`src/rtl/sw_led_pkg.sv`:
```
// -----------------------------------------------------------------------------
// sw_led_pkg
// Shared types and constants for the switch-driven RGB LED controller.
//   mode_t   : LED behaviour selected by the debounced switches
//   PWM_W    : width of the PWM counter, duty and duty shadow
//   DUTY_MAX : largest duty value; the breathe ramp turns around here
// -----------------------------------------------------------------------------
package sw_led_pkg;

  localparam int PWM_W = 8;

  localparam logic [PWM_W-1:0] DUTY_MAX = '1;

  typedef enum logic [1:0] {
    MODE_OFF     = 2'b00,
    MODE_SOLID   = 2'b01,
    MODE_BLINK   = 2'b10,
    MODE_BREATHE = 2'b11
  } mode_t;

endpackage

```
`src/rtl/sw_debounce.sv`:
```
// -----------------------------------------------------------------------------
// sw_debounce
// Single-bit switch conditioner: two-flop synchronizer followed by a
// stability counter. The output only follows the synchronized input after it
// has disagreed with the output for DB_LIMIT consecutive cycles.
// Ports:
//   clk100  : clock
//   rst     : synchronous active-high reset
//   i_sw    : raw asynchronous switch input
//   o_sw_db : debounced switch state
// -----------------------------------------------------------------------------
module sw_debounce #(
  parameter int DB_LIMIT = 1_000_000
) (
  input  logic clk100,
  input  logic rst,
  input  logic i_sw,
  output logic o_sw_db
);

  localparam int CNT_W = (DB_LIMIT > 1) ? $clog2(DB_LIMIT) : 1;
  localparam logic [CNT_W-1:0] CNT_LAST = CNT_W'(DB_LIMIT - 1);

  logic             r_sync1;
  logic             r_sync2;
  logic             r_db;
  logic [CNT_W-1:0] r_cnt;

  // NOTE: state is updated with non-blocking assignments so every flop samples
  // the values from before the edge; r_sync2 <= r_sync1 really is two stages.
  always_ff @(posedge clk100) begin
    if (rst) begin
      r_sync1 <= 1'b0;
      r_sync2 <= 1'b0;
      r_db    <= 1'b0;
      r_cnt   <= '0;
    end else begin
      r_sync1 <= i_sw;
      r_sync2 <= r_sync1;
      if (r_sync2 == r_db) begin
        // Agreement at any point restarts the stability window.
        r_cnt <= '0;
      end else if (r_cnt == CNT_LAST) begin
        r_db  <= r_sync2;
        r_cnt <= '0;
      end else begin
        r_cnt <= r_cnt + 1'b1;
      end
    end
  end

  assign o_sw_db = r_db;

endmodule

```
`src/rtl/sw_led_ctrl.sv`:
```
// -----------------------------------------------------------------------------
// sw_led_ctrl
// Two debounced switches select one of four LED behaviours: off, solid on,
// blink at a fixed half-period, or a triangle "breathe" produced by PWM whose
// duty ramps 0..255..0. All three colour outputs carry the same drive.
// Ports:
//   clk100              : single clock for all logic
//   rst                 : synchronous active-high reset
//   sw_in[1:0]          : raw asynchronous switches
//   led_r, led_g, led_b : registered LED drives
//   sw_db[1:0]          : debounced switch state
//   mode                : current mode, sw_db delayed by one cycle
// -----------------------------------------------------------------------------
module sw_led_ctrl
  import sw_led_pkg::*;
#(
  parameter int DB_LIMIT     = 1_000_000,
  parameter int BLINK_HALF   = 50_000_000,
  parameter int BREATHE_STEP = 390_625
) (
  input  logic       clk100,
  input  logic       rst,
  input  logic [1:0] sw_in,
  output logic       led_r,
  output logic       led_g,
  output logic       led_b,
  output logic [1:0] sw_db,
  output mode_t      mode
);

  localparam int BLINK_W = (BLINK_HALF > 1) ? $clog2(BLINK_HALF) : 1;
  localparam int STEP_W  = (BREATHE_STEP > 1) ? $clog2(BREATHE_STEP) : 1;
  localparam logic [BLINK_W-1:0] BLINK_LAST = BLINK_W'(BLINK_HALF - 1);
  localparam logic [STEP_W-1:0]  STEP_LAST  = STEP_W'(BREATHE_STEP - 1);

  // ---------------------------------------------------------------------------
  // Switch conditioning
  // ---------------------------------------------------------------------------
  logic [1:0] w_sw_db;

  for (genvar g = 0; g < 2; g++) begin : g_db
    sw_debounce #(
      .DB_LIMIT(DB_LIMIT)
    ) u_sw_debounce (
      .clk100 (clk100),
      .rst    (rst),
      .i_sw   (sw_in[g]),
      .o_sw_db(w_sw_db[g])
    );
  end

  // ---------------------------------------------------------------------------
  // State
  // ---------------------------------------------------------------------------
  mode_t              r_mode;
  logic [BLINK_W-1:0] r_blink_cnt;
  logic               r_blink_phase;
  logic [PWM_W-1:0]   r_pwm_cnt;
  logic [PWM_W-1:0]   r_duty_active;
  logic [STEP_W-1:0]  r_step_cnt;
  logic [PWM_W-1:0]   r_duty;
  logic               r_dir_down;
  logic               r_led;

  mode_t              w_mode_nxt;
  logic               w_mode_chg;
  logic               w_pwm;
  logic [BLINK_W-1:0] w_blink_cnt_nxt;
  logic               w_blink_phase_nxt;
  logic [STEP_W-1:0]  w_step_cnt_nxt;
  logic [PWM_W-1:0]   w_duty_nxt;
  logic               w_dir_down_nxt;
  logic               w_led_nxt;

  // The shadow only reloads at the end of a PWM period, so each period is
  // generated from one consistent duty value.
  assign w_pwm = (r_pwm_cnt < r_duty_active);

  // ---------------------------------------------------------------------------
  // Next-state and LED decode
  // ---------------------------------------------------------------------------
  // NOTE: every signal written here gets a default before the case, so no path
  // leaves one unassigned and no latch is inferred.
  always_comb begin
    w_mode_nxt        = mode_t'(w_sw_db);
    w_mode_chg        = (w_mode_nxt != r_mode);
    w_blink_cnt_nxt   = r_blink_cnt;
    w_blink_phase_nxt = r_blink_phase;
    w_step_cnt_nxt    = r_step_cnt;
    w_duty_nxt        = r_duty;
    w_dir_down_nxt    = r_dir_down;
    w_led_nxt         = 1'b0;

    unique case (r_mode)
      MODE_OFF: begin
        w_led_nxt = 1'b0;
      end
      MODE_SOLID: begin
        w_led_nxt = 1'b1;
      end
      MODE_BLINK: begin
        w_led_nxt = r_blink_phase;
        if (r_blink_cnt == BLINK_LAST) begin
          w_blink_cnt_nxt   = '0;
          w_blink_phase_nxt = ~r_blink_phase;
        end else begin
          w_blink_cnt_nxt = r_blink_cnt + 1'b1;
        end
      end
      MODE_BREATHE: begin
        w_led_nxt = w_pwm;
        if (r_step_cnt == STEP_LAST) begin
          w_step_cnt_nxt = '0;
          // Turn around at the ends instead of wrapping, giving a triangle.
          if (!r_dir_down) begin
            if (r_duty == DUTY_MAX) begin
              w_dir_down_nxt = 1'b1;
              w_duty_nxt     = DUTY_MAX - 1'b1;
            end else begin
              w_duty_nxt = r_duty + 1'b1;
            end
          end else begin
            if (r_duty == '0) begin
              w_dir_down_nxt = 1'b0;
              w_duty_nxt     = PWM_W'(1);
            end else begin
              w_duty_nxt = r_duty - 1'b1;
            end
          end
        end else begin
          w_step_cnt_nxt = r_step_cnt + 1'b1;
        end
      end
      default: begin
        w_led_nxt = 1'b0;
      end
    endcase

    // The edge that loads a new mode also restarts its timing, so every mode
    // is entered from a clean blink/breathe state.
    if (w_mode_chg) begin
      w_blink_cnt_nxt   = '0;
      w_blink_phase_nxt = 1'b0;
      w_step_cnt_nxt    = '0;
      w_duty_nxt        = '0;
      w_dir_down_nxt    = 1'b0;
    end
  end

  // ---------------------------------------------------------------------------
  // Registers
  // ---------------------------------------------------------------------------
  always_ff @(posedge clk100) begin
    if (rst) begin
      r_mode        <= MODE_OFF;
      r_blink_cnt   <= '0;
      r_blink_phase <= 1'b0;
      r_pwm_cnt     <= '0;
      r_duty_active <= '0;
      r_step_cnt    <= '0;
      r_duty        <= '0;
      r_dir_down    <= 1'b0;
      r_led         <= 1'b0;
    end else begin
      r_mode        <= w_mode_nxt;
      r_blink_cnt   <= w_blink_cnt_nxt;
      r_blink_phase <= w_blink_phase_nxt;
      r_pwm_cnt     <= r_pwm_cnt + 1'b1;
      if (r_pwm_cnt == DUTY_MAX) begin
        r_duty_active <= r_duty;
      end
      r_step_cnt    <= w_step_cnt_nxt;
      r_duty        <= w_duty_nxt;
      r_dir_down    <= w_dir_down_nxt;
      r_led         <= w_led_nxt;
    end
  end

  assign led_r = r_led;
  assign led_g = r_led;
  assign led_b = r_led;
  assign sw_db = w_sw_db;
  assign mode  = r_mode;

endmodule

```
`config.mk`:
```
export PLATFORM = sky130hd
export DESIGN_NAME = sw_led_ctrl
export DESIGN_NICKNAME = d
export VERILOG_FILES = /design/src/rtl/sw_led_pkg.sv /design/src/rtl/sw_debounce.sv /design/src/rtl/sw_led_ctrl.sv
export SDC_FILE = /design/constraint.sdc
export NUM_CORES = 1
export LEC_CHECK = 0
export ABC_AREA = 1
export BUFFER_PORTS_ARGS = -buffer_cell sky130_fd_sc_hd__buf_2
export CAP_MARGIN = 0
export CORE_UTILIZATION = 57
export DETAILED_ROUTE_END_ITERATION = 6
export PLACE_DENSITY = 0.88
export SYNTH_ARGS = -nofsm -noshare
export SYNTH_HDL_FRONTEND = slang
export SYNTH_SLANG_ARGS = --single-unit
export TNS_END_PERCENT = 50
```
`constraint.sdc`:
```
create_clock -name clk100 -period 1.8 [get_ports clk100]
set_clock_uncertainty 0.15 [all_clocks]
set_input_delay 0.09 -clock clk100 [delete_from_list [all_inputs] [get_ports clk100]]
set_output_delay 0.09 -clock clk100 [all_outputs]
set_load 0.005 [all_outputs]
```
==> flow_metrics.env <==
export IMPL_holdPathStages=2
export IMPL_grt_pass1_vias=5676
export IMPL_gp_congestion=0.9031
export IMPL_synthXorXnorAreaFrac_pct=5.020
export IMPL_fmax_mhz=575.9
export IMPL_die_area_um2=11440
export IMPL_syn_area_per_cell_um2=6.732
export IMPL_antenna_found_initial=0
export IMPL_io_buffers=10
export IMPL_cts_max_level=4
export IMPL_syn_nets=953
export IMPL_tns_ps=0
export IMPL_grt_pass1_wl_um=24720
export IMPL_ys_ff_latch=120
export IMPL_dp_slack_ps=-36.38
export IMPL_arrival_ps=2000
export IMPL_required_ps=2070
export IMPL_tightest_slew_ps=397.3
export IMPL_fp_dieH_um=107.0
export IMPL_crit_slowest_cell="dfxtp_2"
export IMPL_cp_slowest_stage_delay_ps=340
export IMPL_die_x_um=107.0
export IMPL_dp_cells=1096
export IMPL_yosys_area_share_simple_pct=37.23
export IMPL_cp_end_kind="flip-flop"
export IMPL_clock_sinks=120
export IMPL_syn_area_um2=6281
export IMPL_power_density_nw_per_um2=836.2
export IMPL_core_um2=10510
export IMPL_drtIter0Drc=471
export IMPL_synth_cell_types=39
export IMPL_rows=37
export IMPL_timing_hold_ws_ps=271.1
export IMPL_fin_crit_ps=1736
export IMPL_grt_max_degree=21
export IMPL_overflow=0
export IMPL_setup_violations=0
export IMPL_relSlewSlack_pct=73.31
export IMPL_hold_path_startpoint="g_db[1].u_sw_debounce.r_sync1"
export IMPL_reg2reg_from="r_pwm_cnt[1]"
export IMPL_nNetsFinal=1008
export IMPL_insertedDiodeCount=0
export IMPL_first_pass_iters=7
export IMPL_crit_type="flip-flop to flip-flop"
export IMPL_hold_viol_final=0
export IMPL_slew_viol_final=0
export IMPL_dp_hpwl_um=9854
export IMPL_clock_root_buffer="clkbuf_8"
export IMPL_track_usage_pct=27.04
export IMPL_clock_latency_ps=530
export IMPL_power_ir_vdd_worst_mv=0.8037
export IMPL_status="complete, no violations"
export IMPL_total_power_mw=6.272
export IMPL_netlist_instances=933
export IMPL_cp_start_kind="flip-flop"
export IMPL_period_share_pct=96.46
export IMPL_ant_nets=0
export IMPL_yosysSeqAreaShare_pct=38.25
export IMPL_rr_endpoint="r_duty_active[7]"
export IMPL_synth_top_family_by_area="simple AND/OR/NAND/NOR gates"
export IMPL_clock_path_buffers=2
export IMPL_drc=0
export IMPL_start_util_pct=59.77
export IMPL_ff2ff_path_depth=8
export IMPL_vias=6174
export IMPL_maxCapViolCount=0
export IMPL_post_dp_cell_area_um2=6709
export IMPL_path_cells="ha_1 -> nand2_1 -> nor2_2 -> nand3_2 -> nor2_4 -> nand2_4 -> o21ai_0 -> a21oi_1"
export IMPL_synth_warning_count=0
export IMPL_cts_buffers=17
export IMPL_synthAdderAreaFrac_pct=3.187
export IMPL_post_layout_nonfiller_instances=1137
export IMPL_fin_util_pct=71.38
export IMPL_clkTransAtPathRegs_ps=60
export IMPL_synthMuxAreaShare_pct=0
export IMPL_synth_compound_gate_area_share_pct=7.888
export IMPL_cts_tree="done"
export IMPL_hold_class="flip-flop to flip-flop"
export IMPL_fin_ws_ps=63.69
export IMPL_layout_drive_gt1_share_pct=12.39
export IMPL_wirelength_um=14580
export IMPL_io_pins=11
export IMPL_area_growth_synth_to_final_pct=19.42
export IMPL_wl_per_cell_um=12.82
export IMPL_final_area_um2=7501
export IMPL_holdPathEnd="g_db[1].u_sw_debounce.r_sync2"
export IMPL_r2r_setup_slack_ps=60
export IMPL_vias_per_cell=5.430
export IMPL_cellLeakagePower_nw=2.964
export IMPL_critPathLaunch="r_pwm_cnt[1]"
export IMPL_rsz0062_at_grt="true"
export IMPL_crit_fanout=14
[cells in the mapped netlist, drive strengths merged]
| library cell | n | area [um2] |
|---|---|---|
| nand2 | 213 | 809.5 |
| nor2 | 168 | 655.6 |
| dfxtp | 120 | 2402 |
| inv | 114 | 427.9 |
| nand3 | 64 | 325.3 |
| a21oi | 54 | 270.3 |
| nor3 | 39 | 211.5 |
| nand4 | 31 | 200.2 |
| o21ai | 31 | 155.2 |
| xor2 | 27 | 236.5 |
| ha | 16 | 200.2 |
| buf | 14 | 85.08 |
| xnor2 | 9 | 78.83 |
| or2 | 7 | 43.79 |
| nand3b | 6 | 45.04 |
| a211oi | 3 | 22.52 |
| clkbuf | 3 | 12.51 |
| nor3b | 3 | 22.52 |
| nor4 | 2 | 12.51 |
| a21o | 1 | 7.510 |
| a41oi | 1 | 8.760 |
| and2 | 1 | 6.260 |
| clkinv | 1 | 3.750 |
| nor2b | 1 | 6.260 |
| o211a | 1 | 10.01 |
| o21a | 1 | 7.510 |
| o21bai | 1 | 7.510 |
| o22ai | 1 | 6.260 |
[cell type report]
class	instances	area, um2
multi-input cells	681	3441
fillers	768	3008
well taps	136	170.2
flip-flops and latches	120	2414
repair buffers	53	435.4
clock inverters	6	111.4
inverters	115	431.7
clock buffers	26	498.0
[where the power goes]
part           switching, mW  internal (mW)
logic                 0.0752         0.0528
registers            0.00739           2.67
clock network           1.17           2.30
[state kept, by name (all words and copies together) (netlist names), 2 cells and up]
| register | flops |
|---|---|
| g_db.u_sw_debounce.r_cnt | 40 |
| r_blink_cnt | 26 |
| r_step_cnt | 19 |
| r_duty | 8 |
| r_duty_active | 8 |
| r_pwm_cnt | 8 |
| g_db.u_sw_debounce.o_sw_db | 2 |
| g_db.u_sw_debounce.r_sync1 | 2 |
| g_db.u_sw_debounce.r_sync2 | 2 |
| mode | 2 |
[worst max-delay path, delay by kind of cell, from the launching register on]
| kind | cells | cell delay [ps] |
|---|---|---|
| AO/OA/AOI/OAI | 2 | 280 |
| flip-flops | 1 | 340 |
| adder cells (fa/ha/maj) | 1 | 160 |
| AND/OR/NAND/NOR | 5 | 690 |
[how the worst max path moves through the flow]
stage / to / slack [ps] / cells past startpoint
after floorplan: g_db[0].u_sw_debounce.r_cnt[13] / 110 / 7
after global placement: r_duty_active[1] / 60 / 8
after detailed placement: r_duty_active[1] / -40 / 8
after CTS: r_duty_active[7] / 30 / 8
after global routing: r_duty_active[7] / -40 / 8
final: r_duty_active[7] / 60 / 8
[layer usage]
metal | GRT usage (%) | up-vias | routed length, um
met3 | 7.720 | 37 | 675
li1 | - | 3112 | -
met4 | 10.18 | 0 | 282
met1 | 32.65 | 2863 | 6638
met5 | 0 | - | 0
met2 | 45.48 | 162 | 6983
[cell families (layout without fill, tap and decap cells)]
kind of cell             Yosys count  count (layout)
AO/OA/AOI/OAI                     94              94
adder cells (fa/ha/maj)           16              16
flip-flops                       120             120
buffers and inverters            132             200
AND/OR/NAND/NOR                  535             535
XOR/XNOR                          36              36
[placed cells by master (no fill, tap or decap), types with 4 or more instances in the layout]
| cell type | count |
|---|---|
| clkbuf_8 | 6 |
| ha_1 | 16 |
| or2_2 | 7 |
| nand3_1 | 61 |
| clkbuf_1 | 4 |
| nor3_1 | 32 |
| clkbuf_16 | 16 |
| inv_1 | 111 |
| buf_2 | 10 |
| nor2_2 | 6 |
| xnor2_1 | 9 |
| nand3b_1 | 6 |
| dlygate4sd3_1 | 5 |
| nand2_2 | 4 |
| nand2_1 | 207 |
| dfxtp_1 | 111 |
| a21oi_1 | 54 |
| nor3_2 | 5 |
| dfxtp_2 | 9 |
| o21ai_0 | 28 |
| buf_12 | 4 |
| nor2_1 | 156 |
| nor2_4 | 6 |
| xor2_1 | 27 |
| buf_4 | 34 |
| nand4_1 | 30 |
[what timing repair did]
action / 4_1_cts / 5_1_grt
pin swaps: 0 / 7
gates resized for setup: 3 / 34
endpoints found under the hold margin: 12 / 0
hold buffers: 5 / 0
buffers inserted: 0 / 4
setup endpoints to repair: 10 / 70
(Power assumes the default switching activity.)
